**config.mk**
```make
export PLATFORM = sky130hd
export DESIGN_NAME = mem_arbiter
export DESIGN_NICKNAME = d
export VERILOG_FILES = /design/src/rtl/mem_arbiter_pkg.sv /design/src/rtl/mem_arbiter_sat_counter.sv /design/src/rtl/mem_arbiter.sv
export SDC_FILE = /design/constraint.sdc
export NUM_CORES = 1
export LEC_CHECK = 0
export ABC_CLOCK_PERIOD_IN_PS = 5300
export BUFFER_PORTS_ARGS = -buffer_cell sky130_fd_sc_hd__clkbuf_2
export CAP_MARGIN = 20
export CORE_ASPECT_RATIO = 2
export CORE_MARGIN = 2
export CORE_UTILIZATION = 50
export DETAILED_ROUTE_END_ITERATION = 8
export HOLD_SLACK_MARGIN = 0.1
export PLACE_DENSITY_LB_ADDON = 0.05
export REMOVE_ABC_BUFFERS = 1
export SYNTH_ARGS = -nofsm -noshare
export SYNTH_HDL_FRONTEND = slang
export SYNTH_HIERARCHICAL = 1
export SYNTH_SLANG_ARGS = --single-unit
```
**constraint.sdc**
```tcl
create_clock -name clk -period 5.3 [get_ports clk]
set_input_delay 0.265 -clock clk [delete_from_list [all_inputs] [get_ports clk]]
set_output_delay 0.265 -clock clk [all_outputs]
set_load 0.02 [all_outputs]
```
**src/rtl/mem_arbiter_pkg.sv**
```systemverilog
// Shared types and width constants for the unified memory bus arbiter.
// Both requesters and the RAM share these widths.
package mem_arbiter_pkg;

    localparam int unsigned InstAddrW = 32;
    localparam int unsigned RegW      = 32;
    localparam int unsigned SelW      = 4;

    typedef enum logic [2:0] {
        StIdle,
        StBusyIf,
        StBusyDm,
        StRespIf,
        StRespDm
    } mem_arb_state_t;

    typedef struct packed {
        logic                 req;
        logic                 we;
        logic [SelW-1:0]      sel;
        logic [InstAddrW-1:0] addr;
        logic [RegW-1:0]      wdata;
    } mem_req_t;

endpackage

```
**src/rtl/mem_arbiter_sat_counter.sv**
```systemverilog
// Saturating up-counter with synchronous clear.
// Used for the fetch starvation count and the access timeout count.
module sat_counter #(
    parameter int unsigned Width = 4,
    parameter int unsigned Limit = 15
) (
    input  logic             clk,
    input  logic             rst,
    input  logic             inc,
    input  logic             clr,
    output logic [Width-1:0] count
);

    always_ff @(posedge clk) begin
        if (rst || clr) begin
            count <= '0;
        end else if (inc && (count != Width'(Limit))) begin
            count <= count + Width'(1);
        end
    end

endmodule

```
**src/rtl/mem_arbiter.sv**
```systemverilog
// Arbitrates the fetch and data requesters onto one single-port RAM bus.
// Data has priority; fetch wins outright after STARVE_LIMIT lost arbitrations.
module mem_arbiter
    import mem_arbiter_pkg::*;
#(
    parameter int unsigned ADDR_W       = InstAddrW,
    parameter int unsigned DATA_W       = RegW,
    parameter int unsigned STARVE_LIMIT = 4,
    parameter int unsigned TIMEOUT      = 16
) (
    input  logic              clk,
    input  logic              rst,
    input  logic              if_req,
    input  logic [ADDR_W-1:0] if_addr,
    output logic [DATA_W-1:0] if_rdata,
    output logic              if_ready,
    input  logic              dm_req,
    input  logic              dm_we,
    input  logic [3:0]        dm_sel,
    input  logic [ADDR_W-1:0] dm_addr,
    input  logic [DATA_W-1:0] dm_wdata,
    output logic [DATA_W-1:0] dm_rdata,
    output logic              dm_ready,
    output logic              ram_ce,
    output logic              ram_we,
    output logic [3:0]        ram_sel,
    output logic [ADDR_W-1:0] ram_addr,
    output logic [DATA_W-1:0] ram_wdata,
    input  logic [DATA_W-1:0] ram_rdata,
    input  logic              ram_ack,
    output logic              bus_err,
    output logic              stall_req
);

    localparam int unsigned StarveW = $clog2(STARVE_LIMIT + 1);
    localparam int unsigned ToW     = $clog2(TIMEOUT + 1);

    mem_arb_state_t     state;
    mem_req_t           grant;
    logic [StarveW-1:0] starve_cnt;
    logic [ToW-1:0]     to_cnt;
    logic               idle, busy, starved, grant_if, grant_dm, timed_out;

    assign idle      = (state == StIdle);
    assign busy      = (state == StBusyIf) || (state == StBusyDm);
    assign starved   = (starve_cnt >= StarveW'(STARVE_LIMIT));
    assign grant_if  = if_req && (!dm_req || starved);
    assign grant_dm  = dm_req && !grant_if;
    assign timed_out = (to_cnt == ToW'(TIMEOUT - 1));
    assign stall_req = (if_req & ~if_ready) | (dm_req & ~dm_ready);

    always_comb begin
        grant = '0;
        if (grant_if) begin
            grant.req  = 1'b1;
            grant.we   = 1'b0;
            grant.sel  = '1;
            grant.addr = if_addr;
        end else if (grant_dm) begin
            grant.req   = 1'b1;
            grant.we    = dm_we;
            grant.sel   = dm_sel;
            grant.addr  = dm_addr;
            grant.wdata = dm_wdata;
        end
    end

    sat_counter #(
        .Width(StarveW),
        .Limit(STARVE_LIMIT)
    ) u_starve_cnt (
        .clk  (clk),
        .rst  (rst),
        .inc  (idle && if_req && grant_dm),
        .clr  (idle && grant_if),
        .count(starve_cnt)
    );

    // Held at zero outside BUSY so every access starts with a full budget.
    sat_counter #(
        .Width(ToW),
        .Limit(TIMEOUT - 1)
    ) u_to_cnt (
        .clk  (clk),
        .rst  (rst),
        .inc  (busy && !ram_ack),
        .clr  (!busy || ram_ack),
        .count(to_cnt)
    );

    always_ff @(posedge clk) begin
        if (rst) begin
            state     <= StIdle;
            ram_ce    <= 1'b0;
            ram_we    <= 1'b0;
            ram_sel   <= '0;
            ram_addr  <= '0;
            ram_wdata <= '0;
            if_rdata  <= '0;
            dm_rdata  <= '0;
            if_ready  <= 1'b0;
            dm_ready  <= 1'b0;
            bus_err   <= 1'b0;
        end else begin
            unique case (state)
                StIdle: begin
                    if (grant.req) begin
                        ram_ce    <= 1'b1;
                        ram_we    <= grant.we;
                        ram_sel   <= grant.sel;
                        ram_addr  <= grant.addr;
                        ram_wdata <= grant.wdata;
                        state     <= grant_if ? StBusyIf : StBusyDm;
                    end
                end
                StBusyIf, StBusyDm: begin
                    if (ram_ack || timed_out) begin
                        ram_ce  <= 1'b0;
                        bus_err <= !ram_ack;
                        if (state == StBusyIf) begin
                            if_ready <= 1'b1;
                            if_rdata <= ram_ack ? ram_rdata : '0;
                            state    <= StRespIf;
                        end else begin
                            dm_ready <= 1'b1;
                            dm_rdata <= ram_ack ? ram_rdata : '0;
                            state    <= StRespDm;
                        end
                    end
                end
                StRespIf, StRespDm: begin
                    if_ready <= 1'b0;
                    dm_ready <= 1'b0;
                    if_rdata <= '0;
                    dm_rdata <= '0;
                    bus_err  <= 1'b0;
                    state    <= StIdle;
                end
                default: state <= StIdle;
            endcase
        end
    end

endmodule

```
After elaboration in Yosys (flattened, before gate mapping)

Index checks and enable logic that the tools add are counted.

Memories kept: 0
Latch bits: 0
Bits of input ports: 138
Flip-flop bits (word level): 148
Output and inout port bits: 138
Bits in read-only memories: 0
Bits in writable memories: 0

Bitwise gates (word level): 5
Equality and inequality tests: 11
Mux-type cells: 26
Add/sub/neg operators: 2
Shift-type cells: 0
$mul: 0
$lt $le $gt $ge: 1
Reduce and logical (&&, ||, !) cells: 29
Div/mod/pow operators: 0

Operators by type and width:

| operator            | number |
|---|---|
| $mux 32             | 6 |
| $pmux 32 s2         | 2 |
| $mux 70             | 1 |
| $mux 38             | 1 |
| $mux 3              | 3 |
| $reduce_and 3->1    | 3 |
| $logic_and 1x1->1   | 8 |
| $ne 2x2->1 const B  | 4 |
| $pmux 1 s2          | 4 |
| $mux 1              | 7 |
| $eq 3x2->1 const B  | 2 |
| $logic_or 1x1->1    | 6 |
| $pmux 3 s2          | 1 |
| $reduce_and 2->1    | 3 |
| $add 5x1->5 const B | 1 |
| $eq 5x4->1 const B  | 1 |
| $ne 5x4->1 const B  | 1 |
| $logic_not 1->1     | 4 |
| $reduce_bool 2->1   | 2 |
| $reduce_or 2->1     | 2 |
| $add 3x1->3 const B | 1 |
| $eq 3x1->1 const B  | 1 |
| $eq 3x3->1 const B  | 1 |
| $ge 3x3->1 const B  | 1 |
| 6 further kinds     | 8 |

Depth between registers and ports, before layout

Gate-level depths: netlist of run 1.

Depth in word-level cells: 9
Gate-level depth with buffers: 7
Gate-level depth less buffers: 6

Cells and area by module

Netlist of run 1, hierarchy kept.

Modules (own cells, without submodules):

| module                     | sequential area each (µm²) | cells an instance | times used | area each (µm²) |
|---|---|---|---|---|
| mem_arbiter                | 2802.7                     | 572               | 1          | 5497.8 |
| sat_counter (u_to_cnt)     | 100.1                      | 26                | 1          | 241.5 |
| sat_counter (u_starve_cnt) | 60.1                       | 17                | 1          | 188.9 |

Worst setup path before layout of run 1

No wires, ideal clock.

Kind: register to register
Start point: reg state[2]
End point: reg ram_wdata[25]
Path buffers: 3
Setup time: 128 ps
Cell stages (with the launch flop): 8
Slack: 3553 ps
Clock period less this slack: 1747 ps
Data required time: 5172 ps
Arrival time: 1619 ps
Cells stage by stage: dfxtp_1 > buf_2 > nor3_1 > o21ai_1 > clkbuf_1 > buf_1 > a22oi_1 > nor2_1

Longest elaborated chain between the ends: 2

Ends and longest elaborated chain:

| element                           | RTL line           | RTL |
|---|---|---|
| start: declaration                | mem_arbiter.sv:38  | `mem_arb_state_t state;` |
| start signal: assignment          | mem_arbiter.sv:93  | `state <= StIdle;` |
| start signal: assignment          | mem_arbiter.sv:113 | `state <= grant_if ? StBusyIf : StBusyDm;` |
| start signal: assignment          | mem_arbiter.sv:123 | `state <= StRespIf;` |
| $logic_not 3->1                   | mem_arbiter.sv:105 | `unique case (state)` |
| $reduce_and 2->1 (no source line) | -                  |  |
| end signal: assignment            | mem_arbiter.sv:112 | `ram_wdata <= grant.wdata;` |
| end: declaration                  | mem_arbiter.sv:28  | `output logic [DATA_W-1:0] ram_wdata,` |

No other way between the ends.
A chain may end at the register's enable or synchronous reset.

Worst setup path after layout of run 1

Start point: reg state[1]
End point: reg ram_addr[24]

Longest elaborated chain between the ends: 2

Ends and longest elaborated chain:

| element                           | RTL line           | RTL |
|---|---|---|
| $logic_not 3->1                   | mem_arbiter.sv:105 |  |
| $reduce_and 2->1 (no source line) | -                  |  |
| end signal: assignment            | mem_arbiter.sv:111 | `ram_addr <= grant.addr;` |
| end: declaration                  | mem_arbiter.sv:27  | `output logic [ADDR_W-1:0] ram_addr,` |

No other way between the ends.

==> flow_summary.json, run 1 <==
{
  "clk_pin_slew_ps": 60,
  "port_buffers": 275,
  "drt-initial-drc-count": 185,
  "io_pins": 276,
  "synth_xor_area_share_pct": 0.443,
  "synth_compound_area_share_pct": 12.4,
  "antenna_cells": 0,
  "syn_avg_cell_area_um2": 9.64,
  "p_leak_nw": 4.06,
  "dp_hpwl_mm": 11.6,
  "synth_seq_cells": 148,
  "clock-sinks": 148,
  "tns_ps": 0,
  "cts_resized": 0,
  "die_w_um": 81.0,
  "dp_slack_ps": 2880,
  "drive_above_1_share_pct": 35.8,
  "syn_inst": 615,
  "vias": 5590,
  "gp_congestion": 0.841,
  "syn_to_final_growth_pct": 39.7,
  "worstPathMaxFanout": 40,
  "required_ps": 5550,
  "grt_max_degree": 84,
  "hold_slack_ps": 111,
  "clock_path_buffers": 2,
  "hold_path.class": "input port to register",
  "synth_ff_type": "dfxtp_1",
  "hold_violations": 0,
  "ant_nets": 0,
  "start_util_pct": 51.0,
  "drv_slew": 0,
  "die-area_um2": 12800,
  "synth_area_leaders": "dfxtp_1 (50%), mux2i_1 (11%), nand2b_1 (7.0%)",
  "synth_edf_count": 0,
  "max_freq_mhz": 417,
  "worstMarginPinSlew_ps": 814,
  "cts_root_buffer": "clkbuf_16",
  "synth.distinct_cells": 44,
  "placementRows": 56,
  "fin_util_pct": 71.2,
  "crit_arrival_ps": 2650,
  "drc": 0,
  "h-tree-depth": 4,
  "antenna_found_initial": 0,
  "setup_ws_ps": 2900,
  "timing.slew.headroom_pct": 45.8,
  "status": "finished clean",
  "critical_path_class": "register to register",
  "synthMuxAreaShare_pct": 11.3,
  "synth_most_common_cell": "dfxtp_1",
  "grt_usage_pct": 25.9,
  "setup_violations": 0,
  "ys_seq_area_share_pct": 50.0,
  "rsz0062_at_grt": "false",
  "yosysTopAreaCellShare_pct": 50.0,
  "ir_worst_vdd_uv": 274,
  "start_kind": "register",
  "drt-pass1-iter-count": 4,
  "grt_pass1_wl_mm": 25.9,
  "synth_fa_ha_area_share_pct": 0.844,
  "p_total_mw": 3.15,
  "routedWlPerCell_um": 16.0,
  "finalCriticalPeriod_ps": 2400,
  "pwr_density_cell_nw_per_um2": 380,
  "clock_skew_ps": 8.82,
  "nets": 1042,
  "synth_top_family_by_area": "simple AND/OR/NAND/NOR gates",
  "cts_tree": "done",
  "routed_wl_mm": 16.9,
  "vias_per_cell": 5.30,
  "grt-ovfl-total": 0,
  "cap_violations": 0,
  "yosysWarnings": 6,
  "core_um2": 11600,
  "syn-cell-area_um2": 5930,
  "async_reset_ff_share_pct": 0,
  "cts_buffers": 17,
  "fin_crit_sh_pct": 45.3,
  "ys_top_cells_by_count": "dfxtp_1 (148), nor2_1 (77), nand2b_1 (66)",
  "yosysTopAreaCell": "dfxtp_1",
  "synth-simple-area-share_pct": 20.8,
  "cp-end-kind": "register",
  "die_h_um": 158,
  "insertion_delay_ps": 410,
  "grt_pass1_vias": 5540
}
-- state kept, by name, indices dropped and copies added (netlist names) --
name                flops
ram_sel                 4
u_to_cnt/count          5
dm_ready                1
ram_wdata              32
ram_we                  1
dm_rdata               32
state                   3
u_starve_cnt/count      3
ram_ce                  1
if_ready                1
if_rdata               32
bus_err                 1
ram_addr               32
-- stage by stage --
step | area, µm² | instances
floorplan | 5710 | 566
global placement | 7360 | 994
detailed placement | 7360 | 994
CTS | 8270 | 1054
global route | 8280 | 1055
finish | 8280 | 1055
-- logic make-up (layout without fill, tap and decap cells) --
group,Yosys count,in the layout
DFF,148,148
and+or+nand+nor,245,245
AOI/OAI and AO/OA,91,91
buffers and inverters,58,353
muxes,66,66
adders and majority gates,4,4
xor gates and xnor gates,3,3
-- cell usage in the layout, fill, tap and decap left out, drive strengths merged, types with 3 or more instances in the layout --
master         n
o21ai          8
a22oi         33
nor3b          5
a221oi        34
nor4           3
nor2          77
ha             4
nand2         35
clkinv         5
nor3          43
bufinv         4
dlygate4sd3   31
o22ai          3
a21boi         3
a21oi          5
clkbuf       293
nand2b        67
buf           10
dfxtp        148
mux2i         64
inv           10
-- critical path, stage by stage (launching register included) --
cell      delay, ps
dfxtp_1         450
nor3_1          610
o21ai_4         390
buf_4           380
a221oi_1        330
nor3_1           90
-- routing by layer --
metal / wire length [µm] / part of all wire (%) / vias to the layer above / GRT usage, %
met1: 6200 / 37 / 2604 / 27.1
met2: 9110 / 54 / 221 / 47.0
met4: 566 / 3.4 / 0 / 11.6
met3: 1020 / 6.0 / 40 / 6.67
met5: 0 / 0 / - / 0
li1: - / - / 2725 / -
-- repair_timing --
item                      in CTS  in global routing
hold buffers                  31                  0
setup buffers                  0                  0
hold endpoints to repair      32                  0
-- area by class of cell --
type / count / area [µm²]
Tap cell: 145 / 181
Multi-Input combinational cell: 409 / 2740
Clock inverter: 10 / 158
Inverter: 9 / 33.8
Sequential cell: 148 / 2960
Clock buffer: 19 / 443
Timing Repair Buffer: 315 / 1760
Fill cell: 929 / 3350
-- power by group --
group / total [mW] / internal [mW] / switching [mW] / leakage, nW
clock: 1.23 / 0.791 / 0.438 / 0.299
sequential: 1.27 / 1.21 / 0.0587 / 1.21
combinational: 0.653 / 0.257 / 0.396 / 2.55
-- final timing paths --
path / cells past startpoint / start / slack [ps] / to
setup / recovery: 5 / state[1]$_SDFFE_PP0P_ / 2900 / ram_addr[24]$_SDFFE_PP0P_
hold / removal: 3 / dm_wdata[20] / 110 / ram_wdata[20]$_SDFFE_PP0P_
setup reg to reg: 5 / state[1]$_SDFFE_PP0P_ / 2900 / ram_addr[24]$_SDFFE_PP0P_
hold reg to reg: 2 / bus_err$_SDFFE_PP0P_ / 480 / bus_err$_SDFFE_PP0P_
Power figures use the tool's default switching activity.
==> run 2, diff against run 1 <==
--- a/config.mk
+++ b/config.mk
@@ -5,12 +5,13 @@
 export SDC_FILE = /design/constraint.sdc
 export NUM_CORES = 1
 export LEC_CHECK = 0
-export ABC_CLOCK_PERIOD_IN_PS = 5300
+export ABC_AREA = 1
+export ABC_CLOCK_PERIOD_IN_PS = 2400
 export BUFFER_PORTS_ARGS = -buffer_cell sky130_fd_sc_hd__clkbuf_2
 export CAP_MARGIN = 20
 export CORE_ASPECT_RATIO = 2
 export CORE_MARGIN = 2
-export CORE_UTILIZATION = 50
+export CORE_UTILIZATION = 49
 export DETAILED_ROUTE_END_ITERATION = 8
 export HOLD_SLACK_MARGIN = 0.1
 export PLACE_DENSITY_LB_ADDON = 0.05
==> constraint.sdc (replaced) <==
create_clock -name clk -period 2.4 [get_ports clk]
set_input_delay 0.12 -clock clk [delete_from_list [all_inputs] [get_ports clk]]
set_output_delay 0.12 -clock clk [all_outputs]
set_load 0.02 [all_outputs]
==> run 2 against run 1 <==
Cell count rose by 52%. Wire length rose by 38%. Hold slack improved by 9.5 ps. Flip-flop and latch count did not move. Critical path depth rose by 2. Register-to-register slack got worse by 2700 ps. Highest routed layer unchanged.
==> flow_summary.json, run 2 <==
{
  "status": "finished clean",
  "vias_per_cell": 4.97,
  "p_total_mw": 9.90,
  "synth_most_common_cell": "nand2_1",
  "placementRows": 61,
  "grt-ovfl-total": 0,
  "crit_arrival_ps": 2570,
  "dp_hpwl_mm": 14.0,
  "required_ps": 2770,
  "clk_pin_slew_ps": 70,
  "port_buffers": 275,
  "antenna_cells": 0,
  "core_um2": 13800,
  "grt_usage_pct": 30.6,
  "slowest_stage": "dlygate4sd3_1",
  "h-tree-depth": 4,
  "worstPathMaxFanout": 40,
  "critical_path_class": "register to register",
  "io_pins": 276,
  "clock_skew_ps": 9.27,
  "clock_path_buffers": 2,
  "syn_avg_cell_area_um2": 6.56,
  "yosysTopAreaCell": "dfxtp_1",
  "yosysTopAreaCellShare_pct": 42.9,
  "mostFrequentLayoutCells": "clkbuf_2 (275), nand2_1 (253), inv_1 (185)",
  "syn-cell-area_um2": 6900,
  "cts_root_buffer": "clkbuf_16",
  "drt-pass1-iter-count": 5,
  "postPlaceCellArea_um2": 8360,
  "die_h_um": 172,
  "cp-end-kind": "register",
  "p_leak_nw": 5.62,
  "antenna_found_initial": 0,
  "cts_resized": 0,
  "fin_crit_sh_pct": 91.7,
  "pwr_density_cell_nw_per_um2": 983,
  "cpPeakStageDelay_ps": 570,
  "async_reset_ff_share_pct": 0,
  "die_w_um": 87.9,
  "syn_inst": 1052,
  "finalCriticalPeriod_ps": 2200,
  "ir_worst_vdd_uv": 607,
  "synth_seq_cells": 148,
  "synth.distinct_cells": 27,
  "cts_buffers": 17,
  "fin_util_pct": 72.9,
  "cts_tree": "done",
  "die-area_um2": 15100,
  "grt_pass1_wl_mm": 36.8,
  "grt_pass1_vias": 7939,
  "cap_violations": 0,
  "drt-initial-drc-count": 501,
  "insertion_delay_ps": 420,
  "post-cts-setup-buffers": 0,
  "instances_no_fill": 1605,
  "drive_above_1_share_pct": 24.3,
  "ys_top_cells_by_count": "nand2_1 (253), inv_1 (186), dfxtp_1 (148)",
  "hold_violations": 0,
  "ant_nets": 0,
  "drc": 0,
  "worstPathCellList": "nor2_2, nand2_1, a21oi_2, buf_4, o21ai_0, a21oi_1, dlygate4sd3_1",
  "start_kind": "register",
  "cts_hold_buf": 108,
  "drv_slew": 0,
  "setup_violations": 0,
  "yosysWarnings": 6,
  "routed_wl_mm": 23.4,
  "synth_ff_type": "dfxtp_1",
  "grt_max_degree": 66,
  "clock-sinks": 148,
  "dp.cells": 1465,
  "timing.slew.headroom_pct": 54.3,
  "syn_to_final_growth_pct": 45.8,
  "synth_edf_count": 0,
  "final_common_cell": "clkbuf_2",
  "vias": 7972,
  "final_area_um2": 10100,
  "hold_path.class": "input port to register",
  "routedWlPerCell_um": 14.6,
  "start_util_pct": 50.0,
  "worstMarginPinSlew_ps": 679,
  "synth_area_leaders": "dfxtp_1 (43%), nand2_1 (14%), inv_1 (10%)",
  "ys_seq_area_share_pct": 42.9,
  "nets": 1545,
  "fill_cells": 1156,
  "max_freq_mhz": 454,
  "gp_congestion": 0.834,
  "rsz0062_at_grt": "false",
  "reg2reg_slack_ps": 200
}
-- run 2: changes by cell type after synthesis, sizes merged, moves of 46 or more --
cell | before | now
nand2 | 35 | 256
o21ai | 8 | 69
inv | 9 | 192
a21oi | 5 | 77
nand3 | 1 | 52
nand4 | 1 | 47
nand2b | 67 | 0
mux2i | 64 | 0
nor2 | 77 | 132
-- run 2: layout make-up --
| type | instances | area [µm²] | share of cell area (%) |
|---|---|---|---|
| Inverter | 192 | 722 | 7.17 |
| Sequential cell | 148 | 2960 | 29.4 |
| Multi-Input combinational cell | 644 | 2910 | 28.9 |
| Clock inverter | 13 | 174 | 1.73 |
| Clock buffer | 19 | 453 | 4.50 |
| Timing Repair Buffer | 400 | 2610 | 25.9 |
| Tap cell | 189 | 236 | 2.35 |
-- run 2: metal layers --
layer	GRT usage, %	wire (µm)	vias up
li1	-	-	3938
met1	32.7	8650	3602
met2	54.6	12100	347
met3	6.83	1500	85
met4	16.0	1140	0
met5	0	0	-
-- run 2: cells by family after synthesis --
kind of cell / count (synthesis) / share of synthesized area (%)
and+or+nand+nor: 488 / 29.9
DFF: 148 / 42.9
buffers and inverters: 260 / 15.0
AOI/OAI and AO/OA: 152 / 11.5
adders and majority gates: 4 / 0.725
-- run 2: through the flow --
step	setup WS [ps]	hold WS, ps	setup TNS [ps]
floorplan	-512	189	-26460
global placement	664	376	0
detailed placement	611	382	0
CTS	313	121	0
global route	47.4	172	0
finish	199	121	0
-- run 2: path summary, 6_finish.rpt --
kind                                    end  cells after the start                   from
setup reg to reg  ram_addr[15]$_SDFFE_PP0P_                      7  state[0]$_SDFFE_PP0P_
hold / removal      ram_sel[2]$_SDFFE_PP0P_                      4              dm_sel[2]
hold reg to reg        bus_err$_SDFFE_PP0P_                      2   bus_err$_SDFFE_PP0P_
setup / recovery  ram_addr[15]$_SDFFE_PP0P_                      7  state[0]$_SDFFE_PP0P_
-- run 2: report_power, final --
part | total (mW) | switching (mW) | leakage (nW) | internal (mW)
Sequential | 3.31 | 0.306 | 1.22 | 3.00
Clock | 2.82 | 1.12 | 0.296 | 1.71
Combinational | 3.77 | 2.44 | 4.11 | 1.32
-- run 2: critical path, delay by kind of cell, from the launching register on --
| kind | cells | cell delay, ps |
|---|---|---|
| AOI/OAI and AO/OA | 3 | 530 |
| buffers and inverters | 2 | 950 |
| DFF | 1 | 350 |
| and+or+nand+nor | 2 | 300 |
